## src/rtl/fdivsqrt_intpreproc_seq_if.sv

```systemverilog
// Handshake and operand/result bundle between the IEU forwarding stage,
// the integer preprocessor and the divsqrt FSM/iterator.
interface fdivsqrt_intpreproc_seq_if #(
    parameter int XLEN    = 64,
    parameter int DIVB    = 66,
    parameter int DIVBLEN = $clog2(DIVB + 2)
);
    logic               InValid;
    logic               InReady;
    logic               Abort;
    logic [XLEN-1:0]    ForwardedSrcAE;
    logic [XLEN-1:0]    ForwardedSrcBE;
    logic [2:0]         Funct3E;
    logic               W64E;
    logic               OutValid;
    logic               OutReady;
    logic [DIVB+3:0]    X;
    logic [DIVB+3:0]    D;
    logic [DIVBLEN-1:0] CyclesM;
    logic [DIVBLEN-1:0] IntNormShiftM;
    logic               ISpecialCaseM;
    logic               ALTBM;
    logic               BZeroM;
    logic               AsM;
    logic               BsM;
    logic               W64M;
    logic [XLEN-1:0]    AM;

    modport master (
        output InValid, Abort, ForwardedSrcAE, ForwardedSrcBE, Funct3E, W64E, OutReady,
        input  InReady, OutValid, X, D, CyclesM, IntNormShiftM, ISpecialCaseM,
               ALTBM, BZeroM, AsM, BsM, W64M, AM
    );

    modport slave (
        input  InValid, Abort, ForwardedSrcAE, ForwardedSrcBE, Funct3E, W64E, OutReady,
        output InReady, OutValid, X, D, CyclesM, IntNormShiftM, ISpecialCaseM,
               ALTBM, BZeroM, AsM, BsM, W64M, AM
    );
endinterface

```

## src/rtl/fdivsqrt_intpreproc_seq.sv

```systemverilog
// Multicycle integer-division preprocessor: conditions signed/W64 operands,
// normalizes them NSTEP bits per cycle and derives the iteration metadata
// (A<B, result bit count, iterator cycles, post-normalization shift).
module fdivsqrt_intpreproc_seq #(
    parameter int XLEN    = 64,
    parameter int DIVB    = 66,
    parameter int LOGR    = 2,
    parameter int RK      = 2,
    parameter int NSTEP   = 8,
    parameter int DIVBLEN = $clog2(DIVB + 2)
) (
    input logic                      clk,
    input logic                      reset,
    fdivsqrt_intpreproc_seq_if.slave bus
);
    localparam int SW     = DIVB + 1;              // normalizer width
    localparam int PAD    = DIVB - XLEN + 1;       // zeros appended below the operand
    localparam int LOG_RK = (RK > 1) ? $clog2(RK) : 0;

    typedef enum logic [1:0] {IDLE, NORM, ALIGN, DONE} state_t;

    state_t state;
    state_t state_next;

    // Returns the leading-zero count of one NSTEP-bit window, NSTEP if all zero.
    function automatic logic [DIVBLEN-1:0] lzc_step(input logic [NSTEP-1:0] v);
        logic [DIVBLEN-1:0] n;
        n = DIVBLEN'(NSTEP);
        for (int i = 0; i < NSTEP; i++) begin
            if (v[i]) n = DIVBLEN'(NSTEP - 1 - i);
        end
        return n;
    endfunction

    // Operand conditioning
    logic               signed_op;
    logic [XLEN-1:0]    ae;
    logic [XLEN-1:0]    be;
    logic [XLEN-1:0]    pos_a;
    logic [XLEN-1:0]    pos_b;
    logic               a_sign;
    logic               b_sign;
    logic               a_zero;
    logic               b_zero;
    logic               accept;
    logic [SW-1:0]      xs_load;
    logic [SW-1:0]      ds_load;

    // Normalizer state
    logic [SW-1:0]      xs;
    logic [SW-1:0]      ds;
    logic [DIVBLEN-1:0] ell;
    logic [DIVBLEN-1:0] m_e;
    logic               x_done;
    logic               d_done;
    logic               rem_op;
    logic [NSTEP-1:0]   x_top;
    logic [NSTEP-1:0]   d_top;
    logic [DIVBLEN-1:0] x_sh;
    logic [DIVBLEN-1:0] d_sh;
    logic               x_fin;
    logic               d_fin;

    // Alignment metadata
    logic [DIVBLEN-1:0] zero_diff;
    logic               altb;
    logic [DIVBLEN-1:0] p;
    logic [DIVBLEN-1:0] int_result_bits;
    logic [DIVBLEN-1:0] cycles;
    logic [DIVBLEN-1:0] right_shift_x;
    logic [DIVBLEN-1:0] int_norm_shift;
    logic [DIVB+3:0]    x_align;

    // Result registers
    logic [DIVB+3:0]    x_m;
    logic [DIVB+3:0]    d_m;
    logic [DIVBLEN-1:0] cycles_m;
    logic [DIVBLEN-1:0] int_norm_shift_m;
    logic               special_m;
    logic               altb_m;
    logic               bzero_m;
    logic               as_m;
    logic               bs_m;
    logic               w64_m;
    logic [XLEN-1:0]    a_m;
    logic               in_ready;
    logic               out_valid;

    assign signed_op = ~bus.Funct3E[0];

    generate
        if (XLEN == 64) begin : g_w64
            // Narrow 32-bit ops to the low word, sign- or zero-extended.
            always_comb begin
                ae = bus.ForwardedSrcAE;
                be = bus.ForwardedSrcBE;
                if (bus.W64E) begin
                    ae = {{(XLEN-32){signed_op & bus.ForwardedSrcAE[31]}}, bus.ForwardedSrcAE[31:0]};
                    be = {{(XLEN-32){signed_op & bus.ForwardedSrcBE[31]}}, bus.ForwardedSrcBE[31:0]};
                end
            end
        end else begin : g_nw64
            assign ae = bus.ForwardedSrcAE;
            assign be = bus.ForwardedSrcBE;
        end
    endgenerate

    assign a_sign  = ae[XLEN-1] & signed_op;
    assign b_sign  = be[XLEN-1] & signed_op;
    assign pos_a   = a_sign ? (XLEN'(0) - ae) : ae;
    assign pos_b   = b_sign ? (XLEN'(0) - be) : be;
    assign a_zero  = (ae == '0);
    assign b_zero  = (be == '0);
    assign xs_load = SW'(pos_a) << PAD;
    assign ds_load = SW'(pos_b) << PAD;
    assign accept  = (state == IDLE) & bus.InValid & ~bus.Abort;

    // One normalization step: a zero window shifts by NSTEP, otherwise the
    // window's lzc finishes that operand.
    assign x_top = xs[DIVB -: NSTEP];
    assign d_top = ds[DIVB -: NSTEP];
    assign x_sh  = lzc_step(x_top);
    assign d_sh  = lzc_step(d_top);
    assign x_fin = x_done | (x_top != '0);
    assign d_fin = d_done | (d_top != '0);

    // Derive result-size metadata from the two leading-zero counts.
    always_comb begin
        zero_diff       = m_e - ell;
        altb            = zero_diff[DIVBLEN-1];
        p               = altb ? '0 : zero_diff;
        int_result_bits = DIVBLEN'(LOGR) + p;
        cycles          = DIVBLEN'(({1'b0, int_result_bits} + (DIVBLEN+1)'(RK - 1)) >> LOG_RK);
        if (RK == 1) begin
            right_shift_x = '0;
        end else begin
            right_shift_x = DIVBLEN'(RK - 1) - ((int_result_bits - 1'b1) & DIVBLEN'(RK - 1));
        end
        x_align = {3'b000, xs} >> right_shift_x;
        if (rem_op) begin
            int_norm_shift = m_e + DIVBLEN'(DIVB - (XLEN - 1));
        end else begin
            int_norm_shift = DIVBLEN'(DIVB) - ((cycles << LOG_RK) - DIVBLEN'(LOGR));
        end
    end

    // State register
    always_ff @(posedge clk) begin
        if (reset) state <= IDLE;
        else       state <= state_next;
    end

    // Next-state logic; Abort outranks every advance.
    always_comb begin
        state_next = state;
        case (state)
            IDLE:    if (accept) state_next = (a_zero | b_zero) ? DONE : NORM;
            NORM:    if (bus.Abort) state_next = IDLE;
                     else if (x_fin & d_fin) state_next = ALIGN;
            ALIGN:   state_next = bus.Abort ? IDLE : DONE;
            DONE:    if (bus.Abort | bus.OutReady) state_next = IDLE;
            default: state_next = IDLE;
        endcase
    end

    // Handshake outputs decoded from the state.
    always_comb begin
        in_ready  = 1'b0;
        out_valid = 1'b0;
        case (state)
            IDLE:    in_ready  = 1'b1;
            DONE:    out_valid = 1'b1;
            default: ;
        endcase
    end

    // Operand capture, normalization steps and result registration.
    always_ff @(posedge clk) begin
        if (reset) begin
            x_m              <= '0;
            d_m              <= '0;
            cycles_m         <= '0;
            int_norm_shift_m <= '0;
            special_m        <= 1'b0;
            altb_m           <= 1'b0;
            bzero_m          <= 1'b0;
            as_m             <= 1'b0;
            bs_m             <= 1'b0;
            w64_m            <= 1'b0;
            a_m              <= '0;
        end else begin
            case (state)
                IDLE: if (accept) begin
                    xs               <= xs_load;
                    ds               <= ds_load;
                    ell              <= '0;
                    m_e              <= '0;
                    x_done           <= 1'b0;
                    d_done           <= 1'b0;
                    rem_op           <= bus.Funct3E[1];
                    a_m              <= ae;
                    as_m             <= a_sign;
                    bs_m             <= b_sign;
                    w64_m            <= bus.W64E;
                    bzero_m          <= b_zero;
                    altb_m           <= a_zero & ~b_zero;
                    special_m        <= a_zero | b_zero;
                    x_m              <= '0;
                    d_m              <= '0;
                    cycles_m         <= '0;
                    int_norm_shift_m <= '0;
                end
                NORM: begin
                    if (!x_done) begin
                        xs     <= xs << x_sh;
                        ell    <= ell + x_sh;
                        x_done <= (x_top != '0);
                    end
                    if (!d_done) begin
                        ds     <= ds << d_sh;
                        m_e    <= m_e + d_sh;
                        d_done <= (d_top != '0);
                    end
                end
                ALIGN: begin
                    x_m              <= x_align;
                    d_m              <= {3'b000, ds};
                    cycles_m         <= cycles;
                    int_norm_shift_m <= int_norm_shift;
                    altb_m           <= altb;
                    special_m        <= bzero_m | altb;
                end
                default: ;
            endcase
        end
    end

    assign bus.InReady       = in_ready;
    assign bus.OutValid      = out_valid;
    assign bus.X             = x_m;
    assign bus.D             = d_m;
    assign bus.CyclesM       = cycles_m;
    assign bus.IntNormShiftM = int_norm_shift_m;
    assign bus.ISpecialCaseM = special_m;
    assign bus.ALTBM         = altb_m;
    assign bus.BZeroM        = bzero_m;
    assign bus.AsM           = as_m;
    assign bus.BsM           = bs_m;
    assign bus.W64M          = w64_m;
    assign bus.AM            = a_m;
endmodule

```

## src/flat_wrapper.sv

```systemverilog
// flat-port wrapper written by rule: the top's interface ports become plain ports
module fdivsqrt_intpreproc_seq_flat 
#(
    parameter int XLEN    = 64,
    parameter int DIVB    = 66,
    parameter int LOGR    = 2,
    parameter int RK      = 2,
    parameter int NSTEP   = 8,
    parameter int DIVBLEN = $clog2(DIVB + 2)
)
  (clk, reset, bus_InValid, bus_Abort, bus_ForwardedSrcAE, bus_ForwardedSrcBE, bus_Funct3E, bus_W64E, bus_OutReady, bus_InReady, bus_OutValid, bus_X, bus_D, bus_CyclesM, bus_IntNormShiftM, bus_ISpecialCaseM, bus_ALTBM, bus_BZeroM, bus_AsM, bus_BsM, bus_W64M, bus_AM);
  fdivsqrt_intpreproc_seq_if #(.XLEN(XLEN), .DIVB(DIVB), .DIVBLEN(DIVBLEN)) bus_i ();
  input logic clk;
  input logic reset;
  input wire logic [$bits(bus_i.InValid)-1:0] bus_InValid;
  input wire logic [$bits(bus_i.Abort)-1:0] bus_Abort;
  input wire logic [$bits(bus_i.ForwardedSrcAE)-1:0] bus_ForwardedSrcAE;
  input wire logic [$bits(bus_i.ForwardedSrcBE)-1:0] bus_ForwardedSrcBE;
  input wire logic [$bits(bus_i.Funct3E)-1:0] bus_Funct3E;
  input wire logic [$bits(bus_i.W64E)-1:0] bus_W64E;
  input wire logic [$bits(bus_i.OutReady)-1:0] bus_OutReady;
  output wire logic [$bits(bus_i.InReady)-1:0] bus_InReady;
  output wire logic [$bits(bus_i.OutValid)-1:0] bus_OutValid;
  output wire logic [$bits(bus_i.X)-1:0] bus_X;
  output wire logic [$bits(bus_i.D)-1:0] bus_D;
  output wire logic [$bits(bus_i.CyclesM)-1:0] bus_CyclesM;
  output wire logic [$bits(bus_i.IntNormShiftM)-1:0] bus_IntNormShiftM;
  output wire logic [$bits(bus_i.ISpecialCaseM)-1:0] bus_ISpecialCaseM;
  output wire logic [$bits(bus_i.ALTBM)-1:0] bus_ALTBM;
  output wire logic [$bits(bus_i.BZeroM)-1:0] bus_BZeroM;
  output wire logic [$bits(bus_i.AsM)-1:0] bus_AsM;
  output wire logic [$bits(bus_i.BsM)-1:0] bus_BsM;
  output wire logic [$bits(bus_i.W64M)-1:0] bus_W64M;
  output wire logic [$bits(bus_i.AM)-1:0] bus_AM;
  assign bus_i.InValid = bus_InValid;
  assign bus_i.Abort = bus_Abort;
  assign bus_i.ForwardedSrcAE = bus_ForwardedSrcAE;
  assign bus_i.ForwardedSrcBE = bus_ForwardedSrcBE;
  assign bus_i.Funct3E = bus_Funct3E;
  assign bus_i.W64E = bus_W64E;
  assign bus_i.OutReady = bus_OutReady;
  assign bus_InReady = bus_i.InReady;
  assign bus_OutValid = bus_i.OutValid;
  assign bus_X = bus_i.X;
  assign bus_D = bus_i.D;
  assign bus_CyclesM = bus_i.CyclesM;
  assign bus_IntNormShiftM = bus_i.IntNormShiftM;
  assign bus_ISpecialCaseM = bus_i.ISpecialCaseM;
  assign bus_ALTBM = bus_i.ALTBM;
  assign bus_BZeroM = bus_i.BZeroM;
  assign bus_AsM = bus_i.AsM;
  assign bus_BsM = bus_i.BsM;
  assign bus_W64M = bus_i.W64M;
  assign bus_AM = bus_i.AM;
  fdivsqrt_intpreproc_seq #(.XLEN(XLEN), .DIVB(DIVB), .LOGR(LOGR), .RK(RK), .NSTEP(NSTEP), .DIVBLEN(DIVBLEN)) u_core (.clk(clk), .reset(reset), .bus(bus_i));
endmodule
```

## config.mk

```make
export PLATFORM = sky130hd
export DESIGN_NAME = fdivsqrt_intpreproc_seq_flat
export DESIGN_NICKNAME = d
export VERILOG_FILES = /design/src/rtl/fdivsqrt_intpreproc_seq_if.sv /design/src/rtl/fdivsqrt_intpreproc_seq.sv /design/src/flat_wrapper.sv
export SDC_FILE = /design/constraint.sdc
export NUM_CORES = 1
export LEC_CHECK = 0
export ABC_AREA = 1
export BUFFER_PORTS_ARGS = -buffer_cell sky130_fd_sc_hd__buf_2
export CAP_MARGIN = 30
export CORE_UTILIZATION = 55
export CTS_CLUSTER_DIAMETER = 80
export DETAILED_ROUTE_END_ITERATION = 8
export GPL_ROUTABILITY_DRIVEN = 0
export PLACE_DENSITY = 0.77
export SYNTH_ARGS = -nofsm -noshare
export SYNTH_HDL_FRONTEND = slang
export SYNTH_SLANG_ARGS = --single-unit
```

## constraint.sdc

```tcl
create_clock -name clk -period 16.6 [get_ports clk]
set_input_delay 2.49 -clock clk [delete_from_list [all_inputs] [get_ports clk]]
set_output_delay 2.49 -clock clk [all_outputs]
set_load 0.005 [all_outputs]
```

==> metrics.log <==
[metrics] outcome: completed
[metrics] Final Util: 63.1%
[metrics] sequential fraction of the synthesis area: 36.2%
[metrics] Post-Layout Inst Area: 0.0279 mm2
[metrics] minimum hold slack: 0.458 ns
[metrics] number of global-route vias before repair: 22110
[metrics] wire length of the first global-routing pass: 129000 um
[metrics] die span in y: 214 um
[metrics] 1st-iter DRT viols: 3830
[metrics] root buffer cell: clkbuf_16
[metrics] WP data arrival: 5.82 ns
[metrics] overflow left after global routing: 0
[metrics] top cells by area, synth: edfxtp_1 (18%), dfxtp_1 (18%), nand2_1 (16%), o21ai_0 (10%), a21oi_1 (6.9%)
[metrics] share of synthesized registers carrying an async set or reset: 0%
[metrics] final period utilization: 32.5%
[metrics] PostCTS Resize Cnt: 0
[metrics] post-synthesis cell type count: 57
[metrics] remaining routing DRC violations: 0
[metrics] CTS Hold Buffers Added: 0
[metrics] count of flip-flops with a built-in enable after synthesis: 151
[metrics] cell type with the highest aggregate area in the netlist: edfxtp_1
[metrics] detailed-routing iteration count for the pre-antenna-repair pass: 7
[metrics] RSZ-0062 raised after global routing: false
[metrics] fmax: 186 MHz
[metrics] Die ar.: 0.0457 mm2
[metrics] CP Launch Type: register
[metrics] Fin Clk Skew: 0.0309 ns
[metrics] CTS tree: yes
[metrics] detailed-route via count: 26733
[metrics] half-perimeter wire length after detailed placement: 62100 um
[metrics] wire per inst: 18.8 um
[metrics] largest net degree at the start of global routing: 120
[metrics] Setup CP Type: reg -> reg
[metrics] synthesized area per cell: 6.64 um2
[metrics] H-tree depth reported by CTS: 2
[metrics] GRT Overall Usage: 36.2%
[metrics] total number of placement rows: 77
[metrics] ports placed on the boundary: 363
[metrics] Max Fanout on Critical Path: 100
[metrics] leakage power figure: 0.0123 uW
[metrics] number of setup buffers added after CTS: 0
[metrics] count of clock tree sinks: 371
[metrics] total count of hold-check failures in the final report: 0
[metrics] number of routed nets with antenna violations: 0
[metrics] FF+latch count, synth: 371
[metrics] number of endpoints failing setup at the final stage: 0
[metrics] filler instances: 4125
[metrics] clock network latency to the later pin of the worst-skew pair: 0.59 ns
[metrics] Slew @ Worst Pin: 1.06 ns
[metrics] die extent in x: 214 um
[metrics] kind of end point of the critical path: register
[metrics] setup TNS after final layout: 0 ns
[metrics] antenna violations before repair: 2
[metrics] maximum VDD drop: 0.113 mV
[metrics] number of maximum-capacitance violations: 0
[metrics] clock-pin slew reported for the worst setup and hold paths after clock tree synthesis: 0.07 ns
[metrics] number of buffers created by CTS: 41
[metrics] Synthesis Warnings: 0
[metrics] top post-synthesis cells by count: nand2_1 (1046), o21ai_0 (511), a21oi_1 (338), inv_1 (332), nor2_1 (284)
[metrics] min cycle time layout: 5.39 ns
[metrics] number of nets at the end of the flow: 4082
[metrics] buffers from clock root to sink, at most: 3
[metrics] kind of path behind the tightest hold check: reg -> reg
[metrics] Vias per Instance: 5.88
[metrics] Gate Count Post-Synth: 3717
[metrics] critical path required time: 17.03 ns
[metrics] final number of max-transition violations: 0
[metrics] count of buffers from port buffering: 355
[metrics] reg-to-reg setup timing slack: 11.21 ns
[metrics] Routed Wire Length: 85300 um
[metrics] synthesis-to-finish area growth: 13.0%
[metrics] count leader, synth: nand2_1
[metrics] P per Cell Area: 175 mW/mm2
[metrics] share of the synthesized area in the top cell type: 18.4%
[metrics] Cell Area, Synth: 0.0247 mm2
[metrics] worst rel slew slack: 28.9%
[metrics] ratio of cells with drive above 1 in the final layout: 13.7%
[metrics] placeable core area: 0.0442 mm2
[metrics] area of placed instances: 0.0266 mm2
[metrics] dominant synthesized flop cell: dfxtp_1
[metrics] initial core utilization: 55.8%
metal layers:
| layer | GRT usage [%] | routed length (um) | vias up | part of all wire, % |
|---|---|---|---|---|
| li1 | - | - | 12874 | - |
| met3 | 13.0 | 14100 | 118 | 17 |
| met1 | 59.4 | 39200 | 11981 | 46 |
| met4 | 6.01 | 1310 | 2 | 1.5 |
| met5 | 0 | 10 | - | 0.012 |
| met2 | 43.5 | 30600 | 1758 | 36 |
area by class of cell:
cell class / count / area [um2] / share of cell area (%)
Tap cell: 592 / 741 / 2.65
Multi-Input combinational cell: 2773 / 13600 / 48.6
Clock inverter: 15 / 114 / 0.408
Clock buffer: 60 / 1220 / 4.38
Timing Repair Buffer: 384 / 2020 / 7.23
Inverter: 349 / 1320 / 4.71
Sequential cell: 371 / 8940 / 32.0
Antenna cell: 2 / 5.00 / 0.0179
worst max-delay path, cell delays in order (launching register included):
cell and delay, ns:
edfxtp_1 0.39, inv_1 0.19, ha_1 0.18, inv_1 0.07, fa_1 0.40, nand2_1 0.08, nand2_1 0.08, nand3_1 0.12
nand2_1 0.08, nand2_1 0.08, nand2_2 0.12, nand2_2 0.08, buf_4 0.61, clkinv_1 1.05, ha_1 0.53, inv_1 0.07
nand2_1 0.05, nand2_1 0.09, inv_1 0.09, nand2_1 0.07, nand3_1 0.11, a21oi_1 0.23, nand2_1 0.08, nand2_1 0.06
nand3_1 0.09, nand2_1 0.10, a21oi_1 0.06
placed cells by master (no fill, tap or decap), types with 13 or more instances in the layout:
| master | netlist | routed |
|---|---|---|
| clkbuf_16 | 0 | 43 |
| o21ai_0 | 511 | 511 |
| buf_4 | 12 | 28 |
| mux2i_1 | 26 | 26 |
| xor2_1 | 31 | 31 |
| a31oi_1 | 15 | 14 |
| ha_1 | 22 | 22 |
| nor3_1 | 54 | 54 |
| nor4_1 | 14 | 14 |
| nand2_1 | 1046 | 1043 |
| inv_1 | 332 | 329 |
| a21oi_1 | 338 | 336 |
| edfxtp_1 | 151 | 151 |
| o21ai_1 | 20 | 20 |
| nand3_1 | 127 | 127 |
| o22ai_1 | 34 | 34 |
| inv_2 | 13 | 13 |
| nand4_1 | 28 | 28 |
| dfxtp_1 | 220 | 220 |
| o211ai_1 | 50 | 50 |
| nor2_1 | 284 | 278 |
| buf_2 | 51 | 354 |
| o221ai_1 | 46 | 46 |
| nor2_2 | 16 | 17 |
| xnor2_1 | 13 | 13 |
logic make-up after synthesis:
family | share of synthesized area (%)
other | 0.0152
buffers and inverters | 9.36
muxes | 1.05
and+or+nand+nor | 27.1
AOI/OAI and AO/OA | 23.3
DFF | 36.2
xor gates and xnor gates | 1.56
adders and majority gates | 1.36
stage by stage:
step	total power, uW	instances	setup slack (ns)
2_1_floorplan	3110	3722	9.34
3_3_place_gp	3820	4467	10.82
3_5_place_dp	3860	4469	10.78
4_1_cts	4770	4544	11.32
5_1_grt	5190	4546	10.76
6_report	4870	4546	11.21
power by group:
part | internal (uW) | switching, uW
clock network | 516 | 395
registers | 1290 | 216
logic | 720 | 1740
total | 2520 | 2350
flip-flops by register name, summed over array words and instances (netlist names), 2 cells and up:
signal,cells
u_core.bus.D,67
u_core.bus.X,67
u_core.ds,67
u_core.xs,67
u_core.bus.AM,64
u_core.bus.CyclesM,7
u_core.bus.IntNormShiftM,7
u_core.ell,7
u_core.m_e,7
u_core.state,2
path summary, 6_finish.rpt:
check,from,to,depth (start not counted)
setup reg to reg,u_core.m_e[0]$_SDFFCE_PN0P_,u_core.bus.IntNormShiftM[6]$_SDFFE_PP0P_,26
hold / removal,u_core.bus.D[39]$_SDFFE_PP0P_,u_core.bus.D[39]$_SDFFE_PP0P_,2
hold reg to reg,u_core.bus.D[39]$_SDFFE_PP0P_,u_core.bus.D[39]$_SDFFE_PP0P_,2
setup / recovery,u_core.m_e[0]$_SDFFCE_PN0P_,u_core.bus.IntNormShiftM[6]$_SDFFE_PP0P_,26
No activity file was read; power rests on OpenSTA's default activity.
